[src/rtl/wgt_buf_pp.sv]
// rtl/wgt_buf_pp.sv - ping-pong weight buffer: shadow bank fills serially, swap copies it to the active bank
module wgt_buf_pp #(
  parameter int DATA_W = 8,
  parameter int NTAP   = 9,
  parameter int CNT_W  = $clog2(NTAP)
) (
  input  logic                   clk,
  input  logic                   rst_n,
  input  logic [DATA_W-1:0]      wgt_in,
  input  logic                   wgt_in_valid,
  output logic                   wgt_in_ready,
  input  logic                   swap_req,
  output logic                   swap_ack,
  input  logic                   flush,
  output logic                   shadow_full,
  output logic [CNT_W-1:0]       load_cnt,
  output logic [NTAP*DATA_W-1:0] wgt_out,
  output logic                   wgt_valid
);

  localparam int                 BANK_W   = NTAP * DATA_W;
  localparam logic [CNT_W-1:0]   CNT_LAST = CNT_W'(NTAP - 1);

  typedef enum logic {
    S_LOAD = 1'b0,
    S_FULL = 1'b1
  } state_e;

  state_e              state_q, state_d;
  logic [CNT_W-1:0]    load_cnt_q, load_cnt_d;
  logic [BANK_W-1:0]   shadow_q, shadow_d;
  logic [BANK_W-1:0]   active_q, active_d;
  logic                wgt_valid_q, wgt_valid_d;
  logic                shadow_full_q, shadow_full_d;
  logic                swap_ack_q, swap_ack_d;

  // Ready depends only on the registered state so the upstream reader never sees a loop through valid.
  assign wgt_in_ready = (state_q == S_LOAD);
  assign swap_ack     = swap_ack_q;
  assign shadow_full  = shadow_full_q;
  assign load_cnt     = load_cnt_q;
  assign wgt_out      = active_q;
  assign wgt_valid    = wgt_valid_q;

  // Next-state: flush overrides everything; LOAD shifts accepted words in, FULL waits for a swap.
  always_comb begin
    state_d       = state_q;
    load_cnt_d    = load_cnt_q;
    shadow_d      = shadow_q;
    active_d      = active_q;
    wgt_valid_d   = wgt_valid_q;
    shadow_full_d = shadow_full_q;
    swap_ack_d    = 1'b0;

    if (flush) begin
      state_d       = S_LOAD;
      load_cnt_d    = '0;
      shadow_d      = '0;
      active_d      = '0;
      wgt_valid_d   = 1'b0;
      shadow_full_d = 1'b0;
    end else begin
      case (state_q)
        S_LOAD: begin
          if (wgt_in_valid) begin
            // New word enters tap 0; the oldest word of the kernel drifts towards tap NTAP-1.
            shadow_d = {shadow_q[BANK_W-DATA_W-1:0], wgt_in};
            if (load_cnt_q == CNT_LAST) begin
              load_cnt_d    = '0;
              state_d       = S_FULL;
              shadow_full_d = 1'b1;
            end else begin
              load_cnt_d = load_cnt_q + CNT_W'(1);
            end
          end
        end
        S_FULL: begin
          // Shadow is left intact after the copy; the next fill simply shifts over it.
          if (swap_req) begin
            active_d      = shadow_q;
            wgt_valid_d   = 1'b1;
            state_d       = S_LOAD;
            shadow_full_d = 1'b0;
            swap_ack_d    = 1'b1;
          end
        end
        default: begin
          state_d = S_LOAD;
        end
      endcase
    end
  end

  // State and bank registers with asynchronous active-low reset.
  always_ff @(posedge clk or negedge rst_n) begin
    if (!rst_n) begin
      state_q       <= S_LOAD;
      load_cnt_q    <= '0;
      shadow_q      <= '0;
      active_q      <= '0;
      wgt_valid_q   <= 1'b0;
      shadow_full_q <= 1'b0;
      swap_ack_q    <= 1'b0;
    end else begin
      state_q       <= state_d;
      load_cnt_q    <= load_cnt_d;
      shadow_q      <= shadow_d;
      active_q      <= active_d;
      wgt_valid_q   <= wgt_valid_d;
      shadow_full_q <= shadow_full_d;
      swap_ack_q    <= swap_ack_d;
    end
  end

endmodule
[config.mk]
export PLATFORM = sky130hd
export DESIGN_NAME = wgt_buf_pp
export DESIGN_NICKNAME = d
export VERILOG_FILES = /design/src/rtl/wgt_buf_pp.sv
export SDC_FILE = /design/constraint.sdc
export NUM_CORES = 1
export LEC_CHECK = 0
export CORE_MARGIN = 10
export CORE_UTILIZATION = 53
export DETAILED_ROUTE_END_ITERATION = 8
export PLACE_DENSITY = 0.85
export SYNTH_ARGS = -nofsm -noshare
export SYNTH_HDL_FRONTEND = slang
export SYNTH_SLANG_ARGS = --single-unit
[constraint.sdc]
create_clock -name clk -period 1.7 [get_ports clk]
set_input_delay 0.255 -clock clk [delete_from_list [all_inputs] [get_ports clk]]
set_output_delay 0.255 -clock clk [all_outputs]
set_load 0.03 [all_outputs]
# ---- Word level (Yosys, flattened, before mapping)
# Index checks and enable logic that the tools add are counted.
# W data, S select, Z words.
dict set report word_totals {
  reg_bits 152
  input_bits 13
  output_inout_bits 80
  word_cells 46
}
dict set report op_classes {
  add_sub_neg 1
  eq_ne 5
  muxes 26
  n_bitwise 1
  reduce_logical 6
}
# operator n
set op_table {}
lappend op_table {{$mux W72} 6}
lappend op_table {{$mux W4} 4}
lappend op_table {{$mux W1} 14}
lappend op_table {{$reduce_bool A2 Y1} 3}
lappend op_table {{$add A4 B1 Y4 const B} 1}
lappend op_table {{$eq A4 B4 Y1 const B} 1}
lappend op_table {{$pmux W1 S2} 2}
lappend op_table {{$reduce_and A2 Y1} 2}
lappend op_table {{$ne A3 B1 Y1 const B} 1}
lappend op_table {{$ne A3 B2 Y1 const B} 1}
lappend op_table {{$ne A3 B3 Y1 const B} 1}
lappend op_table {{$reduce_and A3 Y1} 1}
lappend op_table {{$ne A2 B2 Y1 const B} 1}
lappend op_table {{$not A1 Y1} 1}

# ---- Longest topological paths before layout
# Gate-level depths: netlist of the first run.
dict set report logic_depth {
  ltp_word 5
  depth_mapped 6
  mapped_depth_nobuf 5
}

# ---- Least setup slack after synthesis of the first run
# OpenSTA, ideal clock, no wires.
dict set report synth_timing {
  path_type {register -> register}
  from {register load_cnt_q[0], in the netlist load_cnt[0]}
  to {register load_cnt_q[0], in the netlist load_cnt[0]}
  setup_time_ps 78
  arrival_time_ps 1463
  required_ps 1622
  setup_slack_ps 159
  stages_incl_launch_ff 6
  path_buffers 0
  synth_period_minus_slack_ps 1541
  path_cell_list {dfrtp_1 > inv_1 > ha_1 > and3b_1 > or3_1 > a21oi_1}
}
dict set report synth_via {
  elab_chain_len 5
  elab_cells_between_ends 6
  cone_classes {add/sub (1); eq/ne (1); mux (4)}
}
# item line_no
set synth_rtl {}
lappend synth_rtl {{start, declared} 30} ;# logic [CNT_W-1:0] load_cnt_q, load_cnt_d;
lappend synth_rtl {{start signal, assigned} 106} ;# load_cnt_q <= load_cnt_d;
lappend synth_rtl {{$add A4 B1 Y4 / $eq A4 B4 Y1 (equally long branches)} {73, 68}}
lappend synth_rtl {{$mux W4 (*)} 68} ;# if (load_cnt_q == CNT_LAST) begin
lappend synth_rtl {{$mux W4 (*)} 65} ;# if (wgt_in_valid) begin
lappend synth_rtl {{$mux W4 (*)} 63} ;# case (state_q)
lappend synth_rtl {{$mux W4 (*)} 55} ;# if (flush) begin
# Mark *: on every way between the ends. The rest lies on a longest branch, timed or not. The select of a mux whose other input is x is not followed.
# A chain may end at the register's enable or synchronous reset.

# ---- Worst setup path in the final report of the first run
dict set report layout_timing {
  from {register load_cnt_q[2], in the netlist load_cnt[2]}
  to {output port load_cnt[2]}
}
# item line_no
set layout_rtl {}
lappend layout_rtl {{end, declared} 16} ;# output logic [CNT_W-1:0] load_cnt,
# No word-level cell between the ends.

==> flow_metrics.py, run 1 <==
metrics = {
    "final_layout": {
        "stdcell_count": 750,
        "area_growth_syn_to_layout_pct": 29.8,
        "drive_gt1_frac": 0.0831,
        "n_antenna_cell": 0,
        "design_area_um2": 7420,
        "fin_nets": 617,
    },
    "global_route": {
        "grt_antenna_before_repair": 0,
        "grt_pass1_vias": 4566,
        "grt_pass1_wl_um": 23500,
        "overflow": 0,
        "grtUsageTotal": 0.193,
        "grt_max_degree": 51,
    },
    "cts": {
        "cts_tree": "yes",
        "cts_buffer_depth": 2,
        "path_clk_slew_ns": 0.06,
        "cts_sinks": 152,
        "cts_buffers": 17,
        "postCtsSetupRepairBufs": 0,
        "clock_latency_ns": 0.51,
        "h-tree-depth": 4,
        "ctsRootBufferMaster": "clkbuf_8",
    },
    "worst_setup_path": {
        "cp_top_family": "flip-flops",
        "path_class": "flip-flop to output port",
        "endpoint_kind": "output port",
        "crit_path_top_delay_cell": "dfrtp_1",
        "cp.depth": 1,
        "worst-path-buf-inv": 1,
        "r2r.worst_path.cells": 5,
        "crit_chain": "dlygate4sd2_1",
        "worstPathRequired_ns": 1.44,
        "cp_max_fo": 7,
        "critical-path-max-stage-delay_ns": 0.44,
        "cp-start-kind": "flip-flop",
        "arrival_ns": 1.39,
    },
    "synthesis": {
        "ys_seq_area_frac": 0.665,
        "synth.area.top_cells": "dfrtp_1 (67%), a22o_1 (11%), nand2_1 (9.9%), a21oi_1 (6.9%), buf_2 (1.6%)",
        "netlist_area_um2": 5720,
        "synth_edf_count": 0,
        "synth.distinct_cells": 22,
        "yosysMostFrequentCell": "dfrtp_1",
        "syn_area_per_cell_um2": 11.1,
        "ys_seq_elements": 152,
        "netlist.top_cell.by_area": "dfrtp_1",
        "synth-async-reset-ratio": 1.00,
        "yosysWarnings": 0,
        "synth_commonest_cells": "dfrtp_1 (152), nand2_1 (151), a21oi_1 (79)",
        "synth_nets": 530,
        "ys.flop_type": "dfrtp_1",
        "syn_inst": 515,
        "synth_top_area_frac": 0.665,
    },
    "sta": {
        "slew_viol_final": 0,
        "min_period_ns": 1.64,
        "fmax_ghz": 0.608,
        "worst_slack_ns": 0.0552,
        "setup_viol": 0,
        "period_share": 0.968,
        "tightest_slew_ns": 0.533,
        "clock_skew_ns": 0.00584,
        "maxSlewHeadroom": 0.644,
        "hold_viol": 0,
        "rsz0062_at_grt": "no",
        "setup-tns-final_ns": 0,
    },
    "floorplanning": {
        "dieArea_um2": 15300,
        "core_area_um2": 10400,
        "pin_count": 93,
        "die_y_um": 124,
        "rows": 37,
        "initial_core_util": 0.549,
        "die_x_um": 124,
    },
    "place": {
        "finalWeightedCongestion": 0.805,
        "post-place-ws_ns": 0.0311,
        "hpwl_um": 8890,
        "io_buffers": 92,
        "placed_area_um2": 6870,
        "dp_cells": 718,
    },
    "detailed_routing": {
        "drtIter0Drc": 534,
        "first_pass_iters": 6,
        "postRouteAntennaNets": 0,
        "wirelength_um": 14500,
        "post-route-drc-count": 0,
        "post_drt_wl_per_cell_um": 19.4,
        "route.vias.total": 4363,
        "vias_per_cell": 5.82,
    },
    "power": {
        "p_total_mw": 8.05,
        "leakagePower_nw": 3.69,
        "ir_worst_vdd_mv": 0.803,
        "cellPowerDensity_nw_per_um2": 1080,
    },
    "outcome": {
        "outcome": "finished clean",
    },
    "min_path": {
        "min_path_type": "input pin to flip-flop",
        "whs_path_depth": 3,
    },
    "flow_run": {
        "drv_cap": 0,
    },
}
## kinds of logic (layout without fill, tap and decap cells)
kind of cell / count (synthesis) / after routing / synth area share
buf+inv: 45 / 144 / 0.0348
compound gates: 155 / 155 / 0.184
flops: 152 / 152 / 0.665
simple gates: 161 / 161 / 0.112
fa+ha+maj: 2 / 2 / 0.00438
## report_power, final
group | switching, mW | internal [mW] | total (mW)
clock | 1.45 | 2.61 | 4.06
combinational | 0.230 | 0.0945 | 0.324
sequential | 0.0247 | 3.64 | 3.67
## registers in the layout, indices dropped and copies added (netlist names)
name	flops
wgt_out	72
shadow_full	1
load_cnt	4
shadow_q	72
wgt_valid	1
swap_ack	1
state_q	1
## worst register-to-register path: cells and delay by family (launching register included)
kind / cells / cell delay [ns]
fa+ha+maj: 1 / 0.23
buf+inv: 1 / 0.07
flops: 1 / 0.44
compound gates: 1 / 0.12
simple gates: 2 / 0.55
## through the flow
| stage | util | hold slack, ns |
|---|---|---|
| after floorplan | - | -0.0406 |
| after global placement | 0.659 | 0.216 |
| after detailed placement | 0.659 | 0.218 |
| after CTS | 0.712 | 0.206 |
| after global routing | 0.712 | 0.224 |
| final | 0.712 | 0.222 |
## repair_timing
action / CTS / global route
endpoints found under the setup margin: 80 / 0
hold buffers: 1 / 0
gates resized for setup: 80 / 0
hold endpoints to repair: 45 / 0
## cells in the final DEF, fill, tap and decap left out, drive strengths merged, types with 5 or more instances in the layout
master / count
clkbuf: 20
a21oi: 80
dfrtp: 152
clkdlybuf4s50: 10
inv: 6
bufinv: 5
dlygate4sd2: 80
a22o: 72
nand2: 151
buf: 17
## area by class of cell
cell class,count,area [um2]
clock buffers,20,445
clock inverters,11,195
fillers,760,3000
inverters,5,18.8
multi-input cells,318,1730
flip-flops and latches,152,3800
well taps,136,170
repair buffers,108,1050
## final timing paths
| path | from | endpoint | slack [ns] |
|---|---|---|---|
| min reg2reg | wgt_out[43] | wgt_out[43] | 0.49 |
| min in group asynchronous | rst_n | shadow_q[65] | 0.24 |
| min | flush | swap_ack | 0.22 |
| max reg2reg | load_cnt[0] | load_cnt[0] | 0.22 |
| max in group asynchronous | rst_n | wgt_out[21] | 0.89 |
| max | load_cnt[2] | load_cnt[2] | 0.06 |
## per-layer routing
metal  global-route usage  part of all wire  vias up
li1                     -                 -     1944
met1                0.232              0.40     2214
met2                0.324              0.51      186
met3               0.0588             0.081       19
met4               0.0662             0.012        0
met5                    0                 0        -
(Power assumes the default switching activity.)
==> run 2, diff against run 1 <==
- PLACE_DENSITY: 0.85 -> 0.79
==> run 2 against run 1 <==
Sequential share of layout area up 0.55 points. Global-route usage down 0.58 points. Final cell count unchanged. Final area down 1.0%. Clock power down 14%. Sequential power about the same. First-iteration DRC count down 20%. Critical path depth unchanged. Maximum frequency up 0.63%. Die area unchanged. Count of clock-buffer cells in the layout up 2. Critical endpoint is now load_cnt[1]. Largest cell class unchanged.
==> flow_metrics.py, run 2 (synthesized netlist as in run 1, its figures left out) <==
metrics = {
    "outcome": {
        "outcome": "finished clean",
    },
    "sta": {
        "min_period_ns": 1.63,
        "fmax_ghz": 0.612,
        "maxSlewHeadroom": 0.650,
        "clock_skew_ns": 0.00882,
        "setup-tns-final_ns": 0,
        "slew_viol_final": 0,
        "hold_viol": 0,
        "rsz0062_at_grt": "no",
        "period_share": 0.961,
        "setup_viol": 0,
        "tightest_slew_ns": 0.525,
    },
    "global_route": {
        "grt_max_degree": 73,
        "grt_pass1_vias": 4415,
        "grt_antenna_before_repair": 0,
        "overflow": 0,
        "grt_pass1_wl_um": 22500,
        "grtUsageTotal": 0.187,
    },
    "power": {
        "ir_worst_vdd_mv": 0.601,
        "cellPowerDensity_nw_per_um2": 1020,
        "p_total_mw": 7.49,
        "leakagePower_nw": 3.65,
    },
    "floorplanning": {
        "initial_core_util": 0.549,
        "core_area_um2": 10400,
        "dieArea_um2": 15300,
        "die_y_um": 124,
        "pin_count": 93,
        "rows": 37,
        "die_x_um": 124,
    },
    "worst_setup_path": {
        "endpoint_kind": "output port",
        "cp_top_family": "buffers and inverters",
        "crit_path_top_delay_cell": "dlygate4sd2_1",
        "worst-path-buf-inv": 1,
        "crit_chain": "dlygate4sd2_1",
        "critical-path-max-stage-delay_ns": 0.45,
        "path_class": "flip-flop to output port",
        "cp-start-kind": "flip-flop",
        "worstPathRequired_ns": 1.44,
        "cp_max_fo": 5,
        "arrival_ns": 1.38,
    },
    "detailed_routing": {
        "wirelength_um": 13900,
        "first_pass_iters": 5,
        "drtIter0Drc": 427,
        "post-route-drc-count": 0,
        "post_drt_wl_per_cell_um": 18.6,
        "postRouteAntennaNets": 0,
        "route.vias.total": 4267,
        "vias_per_cell": 5.69,
    },
    "cts": {
        "cts_sinks": 152,
        "ctsRootBufferMaster": "clkbuf_8",
        "postCtsSetupRepairBufs": 0,
        "h-tree-depth": 4,
        "cts_tree": "yes",
        "path_clk_slew_ns": 0.06,
        "cts_buffer_depth": 2,
        "cts_buffers": 17,
        "clock_latency_ns": 0.52,
    },
    "final_layout": {
        "drive_gt1_frac": 0.0863,
        "n_fill_cell": 777,
        "area_growth_syn_to_layout_pct": 28.5,
        "fin_nets": 616,
        "final_cell_mix": "nand2_1 (151), dfrtp_1 (151), a21oi_1 (79)",
        "n_antenna_cell": 0,
    },
    "flow_run": {
        "drv_cap": 0,
    },
    "place": {
        "io_buffers": 92,
        "finalWeightedCongestion": 0.783,
        "hpwl_um": 8720,
    },
    "min_path": {
        "min_path_type": "input pin to async pin",
    },
}
-- run 2: metal layers --
layer | share of wire | global-route usage
met1 | 0.41 | 0.229
met2 | 0.51 | 0.308
met3 | 0.065 | 0.0611
met4 | 0.015 | 0.0619
met5 | 0 | 0
-- run 2: repair_timing --
item / CTS / global route
endpoints found under the hold margin: 94 / 0
endpoints found under the setup margin: 80 / 1
hold buffers: 1 / 0
gates resized for setup: 83 / 2
-- run 2: where the power goes --
part	switching (mW)	leakage (nW)	total [mW]	internal, mW
clock	1.44	0.263	3.50	2.06
sequential	0.0230	2.11	3.67	3.64
combinational	0.231	1.27	0.329	0.0981
total	1.69	3.65	7.49	5.80
-- run 2: area by class of cell --
type | count | area (um2) | area share
sequential | 152 | 3800 | 0.518
timing repair buffer | 107 | 1060 | 0.144
inverter | 5 | 18.8 | 0.00256
clock buffer | 22 | 463 | 0.0630
clock inverter | 10 | 96.3 | 0.0131
multi-input combinational | 318 | 1730 | 0.236
tap | 136 | 170 | 0.0232
-- run 2: through the flow --
step	utilization	instances	worst slack, ns	cell area [um2]	hold WS, ns
floorplan	-	515	0.159	5720	-0.0406
global placement	0.660	717	0.0959	6870	0.190
detailed placement	0.660	717	0.0403	6870	0.193
CTS	0.705	750	0.0421	7350	0.203
global route	0.705	750	0.0127	7340	0.214
finish	0.705	750	0.0656	7340	0.217
-- run 2: worst paths after layout --
| path | start | endpoint | slack (ns) | depth (start not counted) |
|---|---|---|---|---|
| min reg2reg | wgt_out[42] | wgt_out[42] | 0.49 | 1 |
| min in group clk | flush | swap_ack | 0.22 | 3 |
| max reg2reg | load_cnt[0] | load_cnt[0] | 0.14 | 5 |
| max | load_cnt[1] | load_cnt[1] | 0.07 | 1 |
| min | rst_n | wgt_out[65] | 0.22 | 2 |
| max in group asynchronous | rst_n | state_q | 0.90 | 3 |
==> run 3, diff against run 2 <==
- CORE_MARGIN: 10 -> 1
- CORE_UTILIZATION: 53 -> 57
- PLACE_DENSITY: 0.79 -> 0.84
- clock period: 1.7 -> 1.9 ns (I/O delays scaled with it)
==> run 3 against run 2 <==
Final cell count down 0.67%. Clock skew down 0.0011 ns. Sequential share of layout area down 0.58 points. Critical endpoint is now wgt_out[52]. Highest routed layer unchanged.
==> flow_metrics.py, run 3 (synthesized netlist as in run 1, its figures left out) <==
metrics = {
    "outcome": {
        "outcome": "finished clean",
    },
    "detailed_routing": {
        "vias_per_cell": 5.79,
        "postRouteAntennaNets": 0,
        "post_drt_wl_per_cell_um": 17.7,
        "post-route-drc-count": 0,
        "route.vias.total": 4311,
        "drtIter0Drc": 244,
        "wirelength_um": 13200,
        "first_pass_iters": 5,
    },
    "sta": {
        "hold_viol": 0,
        "tightest_slew_ns": 0.556,
        "setup_viol": 0,
        "maxSlewHeadroom": 0.629,
        "min_period_ns": 1.87,
        "clock_skew_ns": 0.00771,
        "period_share": 0.982,
        "worst_slack_ns": 0.0337,
        "fmax_ghz": 0.536,
        "slew_viol_final": 0,
    },
    "power": {
        "leakagePower_nw": 3.65,
        "ir_worst_vdd_mv": 0.553,
        "cellPowerDensity_nw_per_um2": 885,
    },
    "worst_setup_path": {
        "worstPathRequired_ns": 1.62,
        "cp_max_fo": 2,
        "cp-start-kind": "flip-flop",
        "path_class": "flip-flop to output port",
        "cp_top_family": "buffers and inverters",
        "arrival_ns": 1.58,
        "critical-path-max-stage-delay_ns": 0.71,
        "worst-path-buf-inv": 1,
        "crit_chain": "clkdlybuf4s50_1",
        "endpoint_kind": "output port",
        "crit_path_top_delay_cell": "clkdlybuf4s50_1",
    },
    "floorplanning": {
        "die_x_um": 102,
        "rows": 36,
        "pin_count": 93,
        "initial_core_util": 0.588,
        "dieArea_um2": 10400,
        "core_area_um2": 9730,
        "die_y_um": 102,
    },
    "final_layout": {
        "drive_gt1_frac": 0.0817,
        "final_cell_mix": "dfrtp_1 (152), nand2_1 (151), a21oi_1 (79)",
        "layout_commonest_cell": "dfrtp_1",
        "fin_nets": 614,
        "n_antenna_cell": 0,
        "final_util": 0.763,
        "area_growth_syn_to_layout_pct": 29.9,
        "stdcell_count": 745,
        "n_fill_cell": 620,
    },
    "global_route": {
        "grt_pass1_wl_um": 21400,
        "overflow": 0,
        "grt_max_degree": 73,
        "grtUsageTotal": 0.273,
        "grt_pass1_vias": 4285,
        "grt_antenna_before_repair": 0,
    },
    "cts": {
        "clock_latency_ns": 0.51,
        "cts_sinks": 152,
        "path_clk_slew_ns": 0.06,
        "cts_buffer_depth": 2,
        "h-tree-depth": 4,
        "cts_buffers": 17,
        "ctsRootBufferMaster": "clkbuf_8",
        "cts_tree": "yes",
    },
    "place": {
        "post-place-ws_ns": 0.180,
        "dp_cells": 712,
        "hpwl_um": 7800,
        "finalWeightedCongestion": 0.801,
        "io_buffers": 92,
    },
    "flow_run": {
        "drv_cap": 0,
    },
    "min_path": {
        "min_path_type": "input pin to flip-flop",
    },
}
==> run 3: changes by cell type in the layout (fill, tap and decap cells not counted), moves of 3 or more <==
cell	change
dlymetal6s2s_1	+21
clkbuf_8	-3
dlygate4sd2_1	-73
clkdlybuf4s50_1	+54
==> run 3: path summary, 6_finish.rpt <==
check | startpoint | to | slack [ns] | cells after the start
max in group asynchronous | rst_n | wgt_out[20] | 0.94 | 3
setup reg to reg | state_q | shadow_q[44] | 0.29 | 5
setup / recovery | wgt_out[52] | wgt_out[52] | 0.03 | 1
hold / removal | flush | swap_ack | 0.23 | 3
min in group asynchronous | rst_n | wgt_out[61] | 0.30 | 2
hold reg to reg | wgt_out[49] | wgt_out[49] | 0.50 | 1
==> run 3: through the flow <==
stage	total power [mW]	hold slack [ns]	instance area, um2	TNS [ns]
CTS	6.60	0.217	7370	0
global placement	3.61	0.284	6830	0
global route	6.77	0.219	7420	-0.0186
floorplan	3.46	-0.0106	5720	0
detailed placement	3.62	0.296	6830	0
finish	6.57	0.228	7420	0
==> run 3: report_power, final <==
| group | switching [mW] | internal (mW) |
|---|---|---|
| clock network | 1.38 | 1.63 |
| registers | 0.0215 | 3.26 |
| logic | 0.199 | 0.0793 |
| total | 1.60 | 4.97 |
==> run 3: layout make-up <==
| class | instances | area, um2 | share of cell area |
|---|---|---|---|
| Clock buffer | 17 | 414 | 0.0558 |
| Multi-Input combinational cell | 318 | 1730 | 0.234 |
| Sequential cell | 152 | 3800 | 0.512 |
| Tap cell | 133 | 166 | 0.0224 |
| Inverter | 5 | 18.8 | 0.00253 |
| Timing Repair Buffer | 105 | 1160 | 0.157 |
| Clock inverter | 15 | 124 | 0.0167 |
==> run 3: layer usage <==
layer	wire length, um	track usage	vias to the layer above
met2	7000	0.452	156
met3	756	0.0643	10
met5	0	0	-
met1	5360	0.358	2207
met4	89	0.0879	0
li1	-	-	1938
==> run 3: timing repair <==
action / CTS / global route
hold buffers: 1 / 0
buffers inserted: 0 / 0
hold endpoints to repair: 56 / 0
resized for setup: 5 / 21
setup endpoints to repair: 5 / 21
